File: src/rtl/riscv_pkg.sv
// Core-wide architectural constants.
// Only the datapath width is needed by the multiplier result buffer.
package riscv;
    localparam int unsigned XLEN = 64;
endpackage

File: src/rtl/ariane_pkg.sv
// Shared core types: the multiplier result buffer entry.
// Widths here are the core's defaults for the writeback path.
package ariane_pkg;
    localparam int unsigned TRANS_ID_W = 3;

    typedef struct packed {
        logic [riscv::XLEN-1:0] result;
        logic [TRANS_ID_W-1:0]  trans_id;
    } mult_entry_t;
endpackage

File: src/rtl/mult_result_buffer.sv
// Buffers multiplier results that cannot stall, in issue order, until writeback.
// Issue is throttled so buffered plus in-flight results never exceed DEPTH.
module mult_result_buffer
    import ariane_pkg::*;
#(
    parameter int unsigned DEPTH         = 4,
    parameter int unsigned TRANS_ID_BITS = 3,
    parameter int unsigned XLEN          = riscv::XLEN
) (
    input  logic                     clk_i,
    input  logic                     rst_i,
    input  logic                     flush_i,
    input  logic                     issue_fire_i,
    output logic                     issue_ready_o,
    input  logic                     mult_valid_i,
    input  logic [XLEN-1:0]          mult_result_i,
    input  logic [TRANS_ID_BITS-1:0] mult_trans_id_i,
    output logic                     wb_valid_o,
    input  logic                     wb_ready_i,
    output logic [XLEN-1:0]          wb_result_o,
    output logic [TRANS_ID_BITS-1:0] wb_trans_id_o,
    output logic                     overflow_o
);
    localparam int unsigned PW  = $clog2(DEPTH);
    localparam int unsigned CW  = $clog2(DEPTH + 1);
    localparam int unsigned EXL = riscv::XLEN;
    localparam int unsigned EID = TRANS_ID_W;

    mult_entry_t   mem [DEPTH];
    mult_entry_t   in_entry;
    mult_entry_t   next_entry;
    logic [PW-1:0] rptr;
    logic [PW-1:0] wptr;
    logic [PW-1:0] rnext;
    logic [CW-1:0] count;
    logic [CW-1:0] outstanding;
    logic          full;
    logic          push;
    logic          pop;
    logic          accept;
    logic          drop;

    assign in_entry.result   = EXL'(mult_result_i);
    assign in_entry.trans_id = EID'(mult_trans_id_i);
    assign rnext             = rptr + PW'(1);
    assign next_entry        = mem[rnext];

    assign wb_valid_o = count != '0;
    assign full       = count == CW'(DEPTH);
    assign push       = mult_valid_i & ~flush_i;
    assign pop        = wb_valid_o & wb_ready_i & ~flush_i;
    assign accept     = push & (~full | pop);
    assign drop       = push & full & ~pop;

    assign issue_ready_o =
        ({1'b0, count} + {1'b0, outstanding}) < (CW+1)'(DEPTH);

    always_ff @(posedge clk_i) begin
        if (accept) begin
            mem[wptr] <= in_entry;
        end
    end

    // The wb_* registers track the head: on a pop they load the entry
    // behind it, or the incoming result when that becomes the new head.
    always_ff @(posedge clk_i or posedge rst_i) begin
        if (rst_i) begin
            rptr          <= '0;
            wptr          <= '0;
            count         <= '0;
            outstanding   <= '0;
            overflow_o    <= 1'b0;
            wb_result_o   <= '0;
            wb_trans_id_o <= '0;
        end else if (flush_i) begin
            rptr        <= '0;
            wptr        <= '0;
            count       <= '0;
            outstanding <= '0;
        end else begin
            if (accept) begin
                wptr <= wptr + PW'(1);
            end
            if (pop) begin
                rptr <= rnext;
            end
            case ({accept, pop})
                2'b10:   count <= count + CW'(1);
                2'b01:   count <= count - CW'(1);
                default: ;
            endcase
            if (drop) begin
                overflow_o <= 1'b1;
            end
            case ({issue_fire_i, mult_valid_i})
                2'b10: begin
                    if (outstanding != CW'(DEPTH)) begin
                        outstanding <= outstanding + CW'(1);
                    end
                end
                2'b01: begin
                    if (outstanding != '0) begin
                        outstanding <= outstanding - CW'(1);
                    end
                end
                default: ;
            endcase
            if (pop && count > CW'(1)) begin
                wb_result_o   <= XLEN'(next_entry.result);
                wb_trans_id_o <= TRANS_ID_BITS'(next_entry.trans_id);
            end else if (accept && (!wb_valid_o || pop)) begin
                wb_result_o   <= mult_result_i;
                wb_trans_id_o <= mult_trans_id_i;
            end
        end
    end
endmodule

File: config.mk
export PLATFORM = sky130hd
export DESIGN_NAME = mult_result_buffer
export DESIGN_NICKNAME = d
export VERILOG_FILES = /design/src/rtl/riscv_pkg.sv /design/src/rtl/ariane_pkg.sv /design/src/rtl/mult_result_buffer.sv
export SDC_FILE = /design/constraint.sdc
export NUM_CORES = 1
export LEC_CHECK = 0
export CAP_MARGIN = 30
export CORE_MARGIN = 10
export CORE_UTILIZATION = 51
export CTS_CLUSTER_DIAMETER = 60
export DETAILED_ROUTE_END_ITERATION = 10
export GPL_TIMING_DRIVEN = 0
export HOLD_SLACK_MARGIN = 0.02
export PLACE_DENSITY = 0.76
export SLEW_MARGIN = 20
export SYNTH_ARGS = -nofsm -noshare
export SYNTH_HDL_FRONTEND = slang
export SYNTH_SLANG_ARGS = --single-unit
File: constraint.sdc
create_clock -name clk_i -period 3.1 [get_ports clk_i]
set_input_delay 0.62 -clock clk_i [delete_from_list [all_inputs] [get_ports clk_i]]
set_output_delay 0.62 -clock clk_i [all_outputs]
set_load 0.03 [all_outputs]
== After elaboration in Yosys (flattened, before gate mapping) ==
Memory sizes are Yosys's and may differ from the RTL's.
Cells that the tools add are included.

* Register bits: 78
* Latch bits: 0
* Memory bits (writable): 268
* ROM bits: 0
* Input port bits: 73
* Output and inout bits: 70
* Logic and storage cells: 65
* Memories kept: 1

{| class="wikitable"
|+ Memory list
! memory !! depth !! width !! rd ports !! clocked after memory_dff !! wr ports !! RTL line !! RTL
|-
| mem || 4 || 67 || 1 || 0 || 1 || mult_result_buffer.sv:29 || <nowiki>mult_entry_t mem [DEPTH];</nowiki>
|}

* Add/sub/neg operators: 7
* Multipliers: 0
* Div/mod/pow operators: 0
* Order comparisons: 2
* Eq/ne operators: 8
* Shifts and indexed selects: 0
* Mux-type cells: 16
* Bitwise operators: 10
* Reductions and logical operators: 14

{| class="wikitable"
|+ Operator list
! kind !! number
|-
| 2-to-1 mux 64 bit || 2
|-
| 2-to-1 mux 3 bit || 6
|-
| one-hot mux 3 bit (2 select lines) || 2
|-
| nonzero test 3 bit || 4
|-
| != test 3 bit, second input constant || 3
|-
| 2-to-1 mux 2 bit || 4
|-
| adder 3 x 1 -> 3 bit, second input constant || 2
|-
| AND 1 bit || 6
|-
| nonzero test 2 bit || 3
|-
| subtractor 3 x 1 -> 3 bit, second input constant || 2
|-
| adder 2 x 1 -> 2 bit, second input constant || 2
|-
| adder 3 x 3 -> 4 bit || 1
|-
| == test 2 x 1 -> 1 bit, second input constant || 2
|-
| == test 2 bit, second input constant || 2
|-
| < comparator 4 x 3 -> 1 bit, second input constant || 1
|-
| AND reduction 2 bit || 2
|-
| == test 3 bit, second input constant || 1
|-
| > comparator 3 x 1 -> 1 bit, second input constant || 1
|-
| NOT 1 bit || 3
|-
| AND reduction 3 bit || 1
|-
| logical AND 1 bit || 2
|-
| 2-to-1 mux 1 bit || 2
|-
| logical NOT 1 bit || 1
|-
| logical OR 1 bit || 1
|-
| bitwise OR 1 bit || 1
|}

== Depth between registers and ports, before layout ==
* Depth after elaboration: 8
* Gate-level depth with buffers: 8
* Gate-level depth less buffers: 7

== Worst setup path after synthesis ==
OpenSTA, ideal clock, no wires.

* Kind: input port to flip-flop
* From: input port wb_ready_i
* To: memory mem[0][0] (netlist bit) (enable)
* Setup time: 0.433 ns
* Arrival: 2.633 ns
* Required time: 2.667 ns
* Setup slack: 0.034 ns
* Cell stages on the path: 3
* Buffers on the path: 1
* Cell sequence: buf_2 nand3b_1 and3_1

* Cells in the longest elaborated chain, start to end: 6

{| class="wikitable"
|+ RTL lines
! element !! RTL line !! RTL
|-
| start, declared || mult_result_buffer.sv:19 || <nowiki>input logic wb_ready_i,</nowiki>
|-
| AND 1 bit (2 in a row) || mult_result_buffer.sv:51 || <nowiki>assign pop = wb_valid_o & wb_ready_i & ~flush_i;</nowiki>
|-
| bitwise OR 1 bit || mult_result_buffer.sv:52 || <nowiki>assign accept = push & (~full | pop);</nowiki>
|-
| AND 1 bit || mult_result_buffer.sv:52 ||
|-
| 2-to-1 mux 1 bit || mult_result_buffer.sv:59 || <nowiki>if (accept) begin</nowiki>
|-
| 2-to-1 mux 1 bit (implied by the code) || mult_result_buffer.sv:60 || <nowiki>mem[wptr] <= in_entry;</nowiki>
|-
| end, declared || mult_result_buffer.sv:29 ||
|}

No other way between the ends.

== Worst setup path after layout ==
* From: register count[1]
* To: output port wb_valid_o

* Cells in the longest elaborated chain, start to end: 1

{| class="wikitable"
|+ RTL lines
! element !! RTL line !! RTL
|-
| start, declared || mult_result_buffer.sv:35 || <nowiki>logic [CW-1:0] count;</nowiki>
|-
| start signal, assigned || mult_result_buffer.sv:88 || <nowiki>2'b10: count <= count + CW'(1);</nowiki>
|-
| start signal, assigned || mult_result_buffer.sv:89 || <nowiki>2'b01: count <= count - CW'(1);</nowiki>
|-
| nonzero test 3 bit || mult_result_buffer.sv:48 || <nowiki>assign wb_valid_o = count != '0;</nowiki>
|-
| end, declared || mult_result_buffer.sv:18 || <nowiki>output logic wb_valid_o,</nowiki>
|}

No other way between the ends.

==> impl_metrics.toml <==
[outcome]
status = "complete, no violations"

[detailed_routing]
post_drt_wl_per_cell_um = 22.65
antenna_left = 0
drc = 0
drtIter0Drc = 469
wirelength_mm = 29.10
firstDrtPassIters = 4
vias = 7274
vias_per_cell = 5.661

[synth]
async_reset_ff_share_pct = 22.54
yosysSeqAreaShare_pct = 73.21
ys.flop_type = "edfxtp_1"
yosys.area_share.simple_pct = 3.106
synth_xor_area_share_pct = 0.5130
synth_cell_types = 43
synth_top_area_cell = "edfxtp_1"
netlist_area_mm2 = 0.01366
synth_edf_count = 268
synth_nets = 820
synth_top_family_by_area = "multiplexers"
synth.area.mux_share_pct = 16.04
yosys.area.top_type_share_pct = 58.92
ys_warn_count = 0
synthTopCellsByCount = "edfxtp_1 (268), dfrtp_1 (78), nor2_1 (75), a21oi_1 (70)"
synth.area.top_cells = "edfxtp_1 (59%), dfrtp_1 (14%), mux4_2 (11%)"
yosysMostFrequentCell = "edfxtp_1"
ys_seq_elements = 346
synthAdderAreaFrac_pct = 1.136
synth_area_per_cell_um2 = 18.56
synthCells = 736
synth_compound_area_share_pct = 3.628

[sta]
post-route-period-util_pct = 94.44
tightest_slew_ps = 761.4
rsz0062_at_grt = "no"
skew_ps = 15.14
fin_crit_ps = 2928
hold_viol_final = 0
fmax_mhz = 341.6
setup_viol = 0
holdWs_ps = 479.0
slew_headroom_pct = 49.24
slew_viol_final = 0

[cts]
ctsLongestPathBuffers = 3
clk_pin_slew_ps = 60
clock-sinks = 346
hold_buffers = 0
cts.htree.levels = 2
worst_skew_pair.late_latency_ps = 510
cts_resized = 0
root_buffer = "clkbuf_16"
post_cts_buffers = 0
cts_tree = "done"
cts_made_buffers = 36

[floorplanning]
core.rowCount = 59
dieWidth_um = 183.6
ios = 143
coreArea_mm2 = 0.02621
die_y_um = 183.6
initial_utilization_pct = 52.12
die-area_mm2 = 0.03373

[grt]
grt-ovfl-total = 0
grt_use_total_pct = 17.39
grt_pass1_wl_mm = 45.39
grt_pass1_vias = 7927
grt_max_degree = 50
antenna_found_initial = 3

[pwr]
p_leak_nw = 6.109
ir_drop_mv = 0.6917
pwr_density_cell_mw_per_mm2 = 866.2

[worst_setup_path]
slowest_stage = "clkdlybuf4s50_1"
crit_chain = "inv_1 > ha_2 > nor2b_4 > inv_2 > clkdlybuf4s50_1"
cp-end-kind = "primary output"
cp_slowest_stage_delay_ps = 610
critical_path_arrival_ps = 2310
path_buf_inv = 3
worstPathMaxFanout = 8
worstPathRequired_ps = 2480
cpLargestDelayFamily = "buffers and inverters"
path_class = "reg -> out"
cp-start-kind = "register"

[place]
dp_hpwl_mm = 18.73
gp_congestion = 0.7851
io_buffer_count = 141
dp_cells = 1217

[final_layout]
nets = 1004
area_growth_pct = 23.07
drive_gt1_share_pct = 18.46
final_cells = 1285

[job]
cap_violations = 0

[min_path]
hold_path.class = "in -> async"
==> cell usage in the layout (no fill, tap or decap), types with 3 or more instances in the layout <==
cell type / n
a21oi_1: 70
and3_4: 4
buf_16: 3
buf_2: 12
buf_4: 15
buf_6: 8
clkbuf_1: 12
clkbuf_16: 38
clkbuf_8: 4
clkdlybuf4s50_1: 140
clkinv_1: 4
clkinv_2: 7
clkinvlp_4: 3
dfrtp_1: 78
edfxtp_1: 268
ha_1: 9
inv_1: 8
mux2i_1: 67
mux4_2: 67
nand2_1: 5
nor2_1: 75
nor2b_1: 3
o21ai_0: 3
xnor2_1: 5
xor2_1: 3
==> logic make-up after synthesis <==
logic type | count (synthesis)
buf+inv | 51
xor+xnor | 8
simple gates | 98
compound gates | 86
fa+ha+maj | 12
flops | 346
mux | 135
==> where the power goes <==
| part | leakage (nW) | internal (W) | total (W) | switching, W |
|---|---|---|---|---|
| clock | 0.567 | 0.00243 | 0.00416 | 0.00173 |
| combinational | 2.19 | 0.00195 | 0.00437 | 0.00242 |
| sequential | 3.36 | 0.00567 | 0.00603 | 0.000357 |
==> layout make-up <==
type	count	area, µm²
sequential	346	10000
fill	1839	9398
multi-input combinational	339	3358
timing repair buffer	146	1536
clock buffer	48	1028
tap	335	419.2
buffer	41	285.3
clock inverter	18	136.4
inverter	10	40.04
antenna	2	5.005
==> registers in the layout, indices dropped and copies added (netlist names) <==
name,cells
count,3
mem,268
outstanding,3
overflow_o,1
rptr,2
wb_result_o,64
wb_trans_id_o,3
wptr,2
==> routing by layer <==
layer	vias up	global-route usage [%]	part of all wire [%]
li1	3254	-	-
met1	3760	22.32	41
met2	223	29.50	51
met3	35	3.972	6.2
met4	2	4.197	1.7
met5	-	0	0.034
==> metrics by stage <==
stage	utilization (%)	worst slack [ps]	total power (W)	TNS (ps)	cell area, µm²
2_1_floorplan	-	34.18	0.008805	0	13660
3_3_place_gp	59.10	-1759	0.01046	-561060	15490
3_5_place_dp	59.66	250.7	0.01055	0	15630
4_1_cts	64.10	72.54	0.01472	0	16800
5_1_grt	64.12	17.38	0.01523	0	16800
6_report	64.14	172.4	0.01456	0	16810
==> worst paths after layout <==
| path | from | cells past startpoint | slack [ps] | end |
|---|---|---|---|---|
| min in group clk_i | overflow_o | 1 | 520 | overflow_o |
| hold / removal | rst_i | 2 | 480 | wb_result_o[48] |
| setup / recovery | count[1] | 5 | 170 | wb_valid_o |
| hold reg to reg | overflow_o | 1 | 520 | overflow_o |
| setup reg to reg | count[0] | 5 | 760 | mem[1][26] |
| max in group asynchronous | rst_i | 3 | 1980 | wb_result_o[24] |
No activity file was read; power rests on OpenSTA's default activity.
